**src/rtl/letter_scroll_display_if.sv**
```systemverilog
// Board-side bundle for letter_scroll_display: switch/key inputs and HEX/status outputs.
// The master modport is the board (drives switches/keys); the slave modport is the display.
interface letter_scroll_display_if #(
  parameter int NUM_DIGITS = 4,
  parameter int DEPTH      = 16,
  parameter int CODE_W     = 6
);
  localparam int LEN_W = $clog2(DEPTH + 1);

  logic [CODE_W-1:0]       SW;
  logic                    KEY_LOAD;
  logic                    KEY_CLEAR;
  logic                    EN_SCROLL;
  logic [8*NUM_DIGITS-1:0] HEX;
  logic [LEN_W-1:0]        LEN;
  logic                    FULL;

  modport master (
    output SW, KEY_LOAD, KEY_CLEAR, EN_SCROLL,
    input  HEX, LEN, FULL
  );

  modport slave (
    input  SW, KEY_LOAD, KEY_CLEAR, EN_SCROLL,
    output HEX, LEN, FULL
  );
endinterface

```
**src/rtl/letter_scroll_display.sv**
```systemverilog
// letter_scroll_display: stores a message of letter codes loaded from the switches and
// shows it on NUM_DIGITS active-low seven-segment digits, scrolling circularly when the
// message is longer than the display.
// Optional feature macro: SCROLL_DP_MARK_EN -- lights the dp of the digit showing buf[0].
module letter_scroll_display #(
  parameter int NUM_DIGITS = 4,
  parameter int DEPTH      = 16,
  parameter int CODE_W     = 6,
  parameter int TICK_DIV   = 25000000
) (
  input  logic                  CLOCK_50,
  input  logic                  RST,
  letter_scroll_display_if.slave bus
);

  localparam int LEN_W  = $clog2(DEPTH + 1);
  localparam int PTR_W  = (DEPTH > 1) ? $clog2(DEPTH) : 1;
  localparam int TICK_W = $clog2(TICK_DIV);
  localparam int IDX_W  = LEN_W + 1;

  // Segment pattern {g,f,e,d,c,b,a}, active-low; codes outside 1..26 are blank.
  function automatic logic [6:0] glyph(input logic [CODE_W-1:0] code);
    logic [6:0] seg;
    seg = 7'h7F;
    case (code)
      CODE_W'(1):  seg = 7'h08;  // A
      CODE_W'(2):  seg = 7'h03;  // B
      CODE_W'(3):  seg = 7'h46;  // C
      CODE_W'(4):  seg = 7'h21;  // D
      CODE_W'(5):  seg = 7'h06;  // E
      CODE_W'(6):  seg = 7'h0E;  // F
      CODE_W'(7):  seg = 7'h10;  // G
      CODE_W'(8):  seg = 7'h09;  // H
      CODE_W'(9):  seg = 7'h4F;  // I
      CODE_W'(10): seg = 7'h31;  // J
      CODE_W'(11): seg = 7'h0A;  // K
      CODE_W'(12): seg = 7'h47;  // L
      CODE_W'(13): seg = 7'h6A;  // M
      CODE_W'(14): seg = 7'h2B;  // N
      CODE_W'(15): seg = 7'h40;  // O
      CODE_W'(16): seg = 7'h0C;  // P
      CODE_W'(17): seg = 7'h18;  // Q
      CODE_W'(18): seg = 7'h2F;  // R
      CODE_W'(19): seg = 7'h12;  // S
      CODE_W'(20): seg = 7'h07;  // T
      CODE_W'(21): seg = 7'h41;  // U
      CODE_W'(22): seg = 7'h63;  // V
      CODE_W'(23): seg = 7'h15;  // W
      CODE_W'(24): seg = 7'h55;  // X
      CODE_W'(25): seg = 7'h11;  // Y
      CODE_W'(26): seg = 7'h24;  // Z
      default:     seg = 7'h7F;
    endcase
    return seg;
  endfunction

  logic                    load_prev_q;
  logic                    clear_prev_q;
  logic [CODE_W-1:0]       msg_q [DEPTH];
  logic [LEN_W-1:0]        len_q,    len_d;
  logic [PTR_W-1:0]        offset_q, offset_d;
  logic [TICK_W-1:0]       tick_q,   tick_d;
  logic [8*NUM_DIGITS-1:0] hex_q,    hex_d;

  logic load_edge;
  logic clear_edge;
  logic full;
  logic wr_en;
  logic scroll_active;
  logic tick_term;

  assign load_edge     = bus.KEY_LOAD  & ~load_prev_q;
  assign clear_edge    = bus.KEY_CLEAR & ~clear_prev_q;
  assign full          = (len_q == LEN_W'(DEPTH));
  // Clear beats a simultaneous load; a full buffer silently drops the write.
  assign wr_en         = load_edge & ~clear_edge & ~full;
  assign scroll_active = bus.EN_SCROLL && (len_q > LEN_W'(NUM_DIGITS));
  assign tick_term     = (tick_q == TICK_W'(TICK_DIV - 1));

  // Next length, scroll offset and tick counter.
  always_comb begin
    // NOTE: every always_comb output gets a default first so no path leaves it unassigned
    // (which would infer a latch); blocking '=' is correct here, '<=' belongs in always_ff.
    len_d    = len_q;
    offset_d = offset_q;
    tick_d   = tick_q;
    if (clear_edge) begin
      len_d    = '0;
      offset_d = '0;
      tick_d   = '0;
    end else begin
      if (wr_en) begin
        len_d = len_q + 1'b1;
      end
      // Wrap compare uses the pre-load length even if a load lands in the same cycle.
      if (scroll_active) begin
        if (tick_term) begin
          tick_d   = '0;
          offset_d = ((LEN_W'(offset_q) + 1'b1) == len_q) ? '0 : offset_q + 1'b1;
        end else begin
          tick_d = tick_q + 1'b1;
        end
      end else begin
        // Idle or frozen: offset holds, counting restarts from 0 when scrolling resumes.
        tick_d = '0;
      end
    end
  end

  // Message buffer write port.
  always_ff @(posedge CLOCK_50) begin
    // NOTE: the buffer has no reset; entries at or beyond LEN are never displayed, so
    // their power-up contents do not matter and the RAM can map to plain storage.
    if (wr_en) begin
      msg_q[len_q[PTR_W-1:0]] <= bus.SW;
    end
  end

  // Window mapping: digit k shows buf[(offset + NUM_DIGITS-1-k) mod LEN].
  logic [PTR_W-1:0] eff_off;
  logic [IDX_W-1:0] idx;
  logic             in_view;

  always_comb begin
    hex_d   = '1;
    idx     = '0;
    in_view = 1'b0;
    eff_off = (len_q <= LEN_W'(NUM_DIGITS)) ? '0 : offset_q;
    for (int k = 0; k < NUM_DIGITS; k++) begin
      idx     = IDX_W'(eff_off) + IDX_W'(NUM_DIGITS - 1 - k);
      in_view = 1'b0;
      if (len_q != '0) begin
        if (len_q <= LEN_W'(NUM_DIGITS)) begin
          // Short message: left-justified, no wrap, unused right digits stay blank.
          in_view = (idx < IDX_W'(len_q));
        end else begin
          // idx < 2*LEN here, so one conditional subtract is a full modulo.
          in_view = 1'b1;
          if (idx >= IDX_W'(len_q)) begin
            idx = idx - IDX_W'(len_q);
          end
        end
      end
      if (in_view) begin
`ifdef SCROLL_DP_MARK_EN
        hex_d[8*k +: 8] = {(idx != '0), glyph(msg_q[idx[PTR_W-1:0]])};
`else
        hex_d[8*k +: 8] = {1'b1, glyph(msg_q[idx[PTR_W-1:0]])};
`endif
      end
    end
  end

  // State and output registers; edge detectors reset high so a held key does not fire.
  always_ff @(posedge CLOCK_50 or posedge RST) begin
    if (RST) begin
      load_prev_q  <= 1'b1;
      clear_prev_q <= 1'b1;
      len_q        <= '0;
      offset_q     <= '0;
      tick_q       <= '0;
      hex_q        <= '1;
    end else begin
      load_prev_q  <= bus.KEY_LOAD;
      clear_prev_q <= bus.KEY_CLEAR;
      len_q        <= len_d;
      offset_q     <= offset_d;
      tick_q       <= tick_d;
      hex_q        <= hex_d;
    end
  end

  assign bus.HEX  = hex_q;
  assign bus.LEN  = len_q;
  assign bus.FULL = full;

endmodule

```
**src/flat_wrapper.sv**
```systemverilog
// flat-port wrapper written by rule: the top's interface ports become plain ports
module letter_scroll_display_flat 
#(
  parameter int NUM_DIGITS = 4,
  parameter int DEPTH      = 16,
  parameter int CODE_W     = 6,
  parameter int TICK_DIV   = 25000000
)
  (CLOCK_50, RST, bus_SW, bus_KEY_LOAD, bus_KEY_CLEAR, bus_EN_SCROLL, bus_HEX, bus_LEN, bus_FULL);
  letter_scroll_display_if #(.NUM_DIGITS(NUM_DIGITS), .DEPTH(DEPTH), .CODE_W(CODE_W)) bus_i ();
  input  logic CLOCK_50;
  input  logic RST;
  input wire logic [$bits(bus_i.SW)-1:0] bus_SW;
  input wire logic [$bits(bus_i.KEY_LOAD)-1:0] bus_KEY_LOAD;
  input wire logic [$bits(bus_i.KEY_CLEAR)-1:0] bus_KEY_CLEAR;
  input wire logic [$bits(bus_i.EN_SCROLL)-1:0] bus_EN_SCROLL;
  output wire logic [$bits(bus_i.HEX)-1:0] bus_HEX;
  output wire logic [$bits(bus_i.LEN)-1:0] bus_LEN;
  output wire logic [$bits(bus_i.FULL)-1:0] bus_FULL;
  assign bus_i.SW = bus_SW;
  assign bus_i.KEY_LOAD = bus_KEY_LOAD;
  assign bus_i.KEY_CLEAR = bus_KEY_CLEAR;
  assign bus_i.EN_SCROLL = bus_EN_SCROLL;
  assign bus_HEX = bus_i.HEX;
  assign bus_LEN = bus_i.LEN;
  assign bus_FULL = bus_i.FULL;
  letter_scroll_display #(.NUM_DIGITS(NUM_DIGITS), .DEPTH(DEPTH), .CODE_W(CODE_W), .TICK_DIV(TICK_DIV)) u_core (.CLOCK_50(CLOCK_50), .RST(RST), .bus(bus_i));
endmodule
```
**config.mk**
```make
export PLATFORM = sky130hd
export DESIGN_NAME = letter_scroll_display_flat
export DESIGN_NICKNAME = d
export VERILOG_FILES = /design/src/rtl/letter_scroll_display_if.sv /design/src/rtl/letter_scroll_display.sv /design/src/flat_wrapper.sv
export SDC_FILE = /design/constraint.sdc
export NUM_CORES = 1
export LEC_CHECK = 0
export CORE_MARGIN = 3
export CORE_UTILIZATION = 59
export DETAILED_ROUTE_END_ITERATION = 10
export DONT_BUFFER_PORTS = 1
export GPL_ROUTABILITY_DRIVEN = 0
export HOLD_SLACK_MARGIN = 0.12
export PLACE_DENSITY = 0.75
export SLEW_MARGIN = 10
export SYNTH_ARGS = -nofsm -noshare
export SYNTH_HDL_FRONTEND = slang
export SYNTH_SLANG_ARGS = --single-unit
```
**constraint.sdc**
```tcl
create_clock -name CLOCK_50 -period 8.35 [get_ports CLOCK_50]
set_clock_uncertainty 0.05 [all_clocks]
set_input_delay 1.67 -clock CLOCK_50 [delete_from_list [all_inputs] [get_ports CLOCK_50]]
set_output_delay 1.67 -clock CLOCK_50 [all_outputs]
set_load 0.02 [all_outputs]
```
---- Yosys cells after proc, flatten, opt, wreduce, memory -nomap -nowiden ----
Memory sizes are Yosys's and may differ from the RTL's.
Cells that the tools add are included.
word-level totals
  register bits ........................... 68
  bits in read-only memories .............. 896
  input port bits ......................... 11
  bits in writable memories ............... 96
  output and inout port bits .............. 38
  memories kept ........................... 5
cells by class
  order comparisons ....................... 10
  mux-type cells .......................... 40
  add/subtract/negate cells ............... 11
  reductions and logical operators ........ 6
  bitwise gates (word level) .............. 8
  eq/ne operators ......................... 3
memory list
  memory            words  width  read ports  clocked after Yosys merged registers in  wr ports  RTL line                     source
  (name not given)  32     7      1           0                                        0         letter_scroll_display.sv:25  case (code)
  (name not given)  32     7      1           0                                        0         letter_scroll_display.sv:25
  (name not given)  32     7      1           0                                        0         letter_scroll_display.sv:25
  (name not given)  32     7      1           0                                        0         letter_scroll_display.sv:25
  u_core.msg_q      16     6      4           0                                        1         letter_scroll_display.sv:59  logic [CODE_W-1:0] msg_q [DEPTH];
operator list
  operator               count
  $mux 25                3
  $mux 4                 17
  $mux 7                 8
  $add 25x1->25 const B  1
  $eq 25x25->1 const B   1
  $sub 4x4->4            4
  $ge 5x5->1             3
  $lt 5x5->1             3
  $add 4x1->5 const B    2
  $add 4x2->5 const B    2
  $mux 1                 10
  $mux 5                 2
  $reduce_bool 2->1      3
  $add 5x1->5 const B    1
  $eq 5x5->1             1
  $eq 5x5->1 const B     1
  $ge 4x5->1             1
  $gt 5x3->1 const B     1
  $le 5x3->1 const B     1
  $lt 4x5->1             1
  $reduce_bool 5->1      1
  $add 4x1->4 const B    1
  $and 1x1->1            4
  $not 1->1              4
  2 further kinds        2

---- Depth between registers and ports, before layout ----
An unclocked memory read counts as a cell.
  depth in word-level cells ............... 11
  gate-level depth with buffers ........... 29
  gate-level depth less buffers ........... 26

---- Least setup slack after synthesis ----
No wires, ideal clock.
  path kind ............................... register to register
  from .................................... register u_core.len_q[1], in the netlist u_core.bus.LEN[1]
  to ...................................... register u_core.hex_q[3], in the netlist u_core.bus.HEX[3]
  setup time .............................. 72 ps
  clock period less this slack ............ 6494 ps
  arrival ................................. 6372 ps
  data required time ...................... 8228 ps
  cell stages (with the launch flop) ...... 28
  path slack .............................. 1856 ps
  path buffers ............................ 4
  cells stage by stage .................... dfrtp_1 inv_1 ha_1 nand2b_1 nand2_2 buf_2 clkbuf_1 nand2_1 ha_1 buf_2 buf_1 nor4b_1 ha_1 a21oi_1 o21ai_1 a21o_1 mux2_4 a21oi_2 nor2_1 a2bb2o_1 a311oi_2 inv_1 ha_1 inv_1 nor4_1 a211o_1 o22ai_1 o21ai_1
between the ends
  cells in the longest elaborated chain, start to end .. 11
RTL lines
  element                                           RTL line                                                    source
  start: declaration                                letter_scroll_display.sv:60                                 logic [LEN_W-1:0] len_q, len_d;
  start signal: assignment                          letter_scroll_display.sv:166                                len_q <= len_d;
  $le 5x3->1                                        letter_scroll_display.sv:128, letter_scroll_display.sv:133
  $mux 4                                            letter_scroll_display.sv:128                                eff_off = (len_q <= LEN_W'(NUM_DIGITS)) ? '0 : offset_q;
  $add 4x2->5                                       letter_scroll_display.sv:130                                idx = IDX_W'(eff_off) + IDX_W'(NUM_DIGITS - 1 - k);
  $sub 4x4->4 / $ge 5x5->1 (equally long branches)  letter_scroll_display.sv:140, letter_scroll_display.sv:139
  $mux 4                                            letter_scroll_display.sv:139                                if (idx >= IDX_W'(len_q)) begin
  $mux 4                                            letter_scroll_display.sv:133                                if (len_q <= LEN_W'(NUM_DIGITS)) begin
  $mux 4                                            letter_scroll_display.sv:132                                if (len_q != '0) begin
  $mem_v2 16x6                                      -
  $mem_v2 32x7                                      -
  $mux 7                                            letter_scroll_display.sv:25
  $mux 7 (*)                                        letter_scroll_display.sv:144                                if (in_view) begin
  net u_core.hex_d[3]                               letter_scroll_display.sv:63                                 logic [8*NUM_DIGITS-1:0] hex_q, hex_d;
  end signal: assignment                            letter_scroll_display.sv:162                                hex_q <= '1;
  end signal: assignment                            letter_scroll_display.sv:169                                hex_q <= hex_d;
  end: declaration                                  letter_scroll_display.sv:63
Mark *: on every way through the listed nets, which the timed path passes. The rest lies on a longest branch.
A chain may end at the register's enable or synchronous reset.

---- Final worst setup path ----
Ends and elaborated chain as after synthesis.

==> qor.yml <==
synth:
  synth_edf_count: 96
  syn_avg_cell_area_um2: 9.778
  ys_ff_latch: 160
  yosys_warnings: 0
  ys.flop_type: "edfxtp_1"
  seq_area_frac_synth_pct: 33.98
  async_flop_share_pct: 40.00
  syn_inst: 1361
  ys_types: 108
  syn_area_um2: 13310
pwr:
  p_leak_uw: 0.005358
  total_power_uw: 2588
  p_per_area_nw_per_um2: 185.4
  vdd_ir_drop_max_v: 0.0001311
sta:
  setup_tns_ns: 0
  post-route-period-util_pct: 83.94
  worstMarginPinSlew_ns: 1.108
  max-slew-margin-rel_pct: 26.08
  slew_viol_final: 0
  clock.fmax_ghz: 0.1427
  post-route-min-period_ns: 7.009
  rsz0062_at_grt: "no"
  setup_viol_count_final: 0
  hold_viol: 0
clocking:
  htree_levels: 4
  cts.sinks: 160
  ctsResizeCount: 0
  numCtsBuffers: 17
  root_buffer: "clkbuf_16"
  clock_latency_ns: 0.44
  clk_pin_slew_ns: 0.08
  clock_path_buffers: 2
  postCtsSetupRepairBufs: 0
  cts_tree: "yes"
  postCtsHoldBufs: 0
layout:
  utilization_pct: 63.36
  syn2layout_area_growth_pct: 4.870
  diodes: 0
  fin_cells: 1618
  finalInstanceArea_um2: 13960
  nNetsFinal: 1391
  drive_above_1_share_pct: 13.60
  mostFrequentLayoutCells: "131 x nand2_1, 128 x mux2i_1, 107 x nor2_1"
  layout_commonest_cell: "nand2_1"
floorplanning:
  die-width_um: 156.2
  initial_core_util_pct: 60.42
  rows: 54
  die_h_um: 156.2
  design.core.area_um2: 22030
  die_area_um2: 24390
  io_pins: 49
place:
  placedCellCount: 1586
  place_area_um2: 13350
  place_hpwl_um: 29160
  port_buffers: 0
worst_setup_path:
  end_kind: "register"
  cp_data_required_time_ns: 8.66
  timing.rr.start: "u_core.bus.LEN[1]"
  critPathArrivalTime_ns: 7.32
  crit_start: "u_core.bus.LEN[1]"
  cp-start-kind: "register"
  worstSetupPathType: "reg2reg"
  cp_max_fo: 23
hold_path:
  hold_class: "reg2reg"
  min-delay-start: "u_core.tick_q[0]"
global_routing:
  grt_use_total_pct: 31.79
  overflow: 0
  grt_antenna_before_repair: 0
  grt_max_degree: 65
  grt_pass1_wl_um: 60260
  first_global_vias: 10500
detailed_routing:
  vias: 11360
  ant_nets: 0
  drt_iter0_drc: 1738
  vias_per_cell: 7.018
  routed_wl_um: 39300
  route.detailed.drc: 0
  post_drt_wl_per_cell_um: 24.29
  firstDrtPassIters: 9
job:
  maxCapViolCount: 0
outcome:
  status: "completed"
==> flip-flops by register name (all words and copies together) (netlist names) <==
register             count
u_core.offset_q          4
u_core.msg_q            96
u_core.load_prev_q       1
u_core.bus.HEX          28
u_core.bus.LEN           5
u_core.clear_prev_q      1
u_core.tick_q           25
==> routing by layer <==
layer | part of all wire (%) | GRT usage, % | vias to the layer above
met5 | 0 | 0 | -
met4 | 4.2 | 12.67 | 0
met3 | 12 | 7.490 | 118
met2 | 44 | 47.30 | 730
met1 | 40 | 45.07 | 5377
li1 | - | - | 5130
==> cells in the mapped netlist (all sizes together), types with 30 or more instances <==
library cell / instances / share of area (%)
nand2: 132 / 3.7
mux2i: 129 / 9.7
nor2: 111 / 3.3
edfxtp: 96 / 22
buf: 63 / 3.2
o21ai: 57 / 2.4
a21oi: 56 / 2.3
inv: 53 / 1.5
ha: 52 / 4.9
nand3: 46 / 1.7
mux2: 35 / 3.0
a211oi: 34 / 2.0
dfrtp: 34 / 6.4
dfstp: 30 / 5.9
==> critical path: stages (launching register included) <==
cell,delay (ns)
dfrtp_1,0.62
inv_1,0.30
ha_1,0.30
nand2b_1,0.24
nand2_2,0.12
and2_1,0.34
inv_1,0.15
ha_1,0.20
a22oi_1,0.18
xnor2_1,0.10
and2_1,0.18
ha_1,0.33
nand2_1,0.13
o21ai_1,0.31
a21o_1,0.41
mux2_4,0.30
a21oi_2,0.06
buf_4,0.23
nand2_1,0.07
a2bb2o_1,0.29
a311oi_2,0.55
inv_1,0.21
ha_1,0.38
inv_1,0.10
nor4_1,0.36
a211o_1,0.17
o22ai_1,0.09
o21ai_1,0.13
==> where the power goes <==
| part | switching [uW] | internal [uW] |
|---|---|---|
| sequential | 50.5 | 887 |
| clock | 398 | 408 |
| combinational | 530 | 314 |
| total | 979 | 1610 |
==> worst paths after layout <==
path | to | slack [ns] | cells past startpoint
min in group asynchronous | u_core.bus.LEN[2] | 1.29 | 2
max in group asynchronous | u_core.tick_q[3] | 6.38 | 2
min | u_core.tick_q[0] | 0.44 | 1
min reg2reg | u_core.tick_q[0] | 0.44 | 1
max | u_core.bus.HEX[3] | 1.34 | 27
max reg2reg | u_core.bus.HEX[3] | 1.34 | 27
==> through the flow <==
| step | hold slack, ns | worst slack, ns |
|---|---|---|
| global placement | 0.4291 | 1.680 |
| floorplan | 0.4049 | 1.856 |
| CTS | 0.4462 | 1.467 |
| global route | 0.4637 | 0.7981 |
| detailed placement | 0.4365 | 1.441 |
| finish | 0.4432 | 1.341 |
==> cells by family after synthesis <==
kind of cell             Yosys count  share of synthesized area (%)
AND/OR/NAND/NOR                  411                          14.88
AO/OA/AOI/OAI                    370                          21.50
multiplexers                     184                          16.11
flip-flops                       160                          33.98
buffers and inverters            135                          5.199
adder cells (fa/ha/maj)           55                          5.340
XOR/XNOR                          45                          2.962
other                              1                        0.02818
==> cell type report <==
| cell class | instances | area, um^2 |
|---|---|---|
| Multi-Input combinational cell | 1069 | 8105 |
| Fill cell | 1792 | 8070 |
| Sequential cell | 160 | 4522 |
| Clock buffer | 17 | 425.4 |
| Tap cell | 280 | 350.3 |
| Inverter | 55 | 206.4 |
| Clock inverter | 15 | 181.4 |
| Timing Repair Buffer | 22 | 165.2 |
Power figures use the tool's default switching activity.
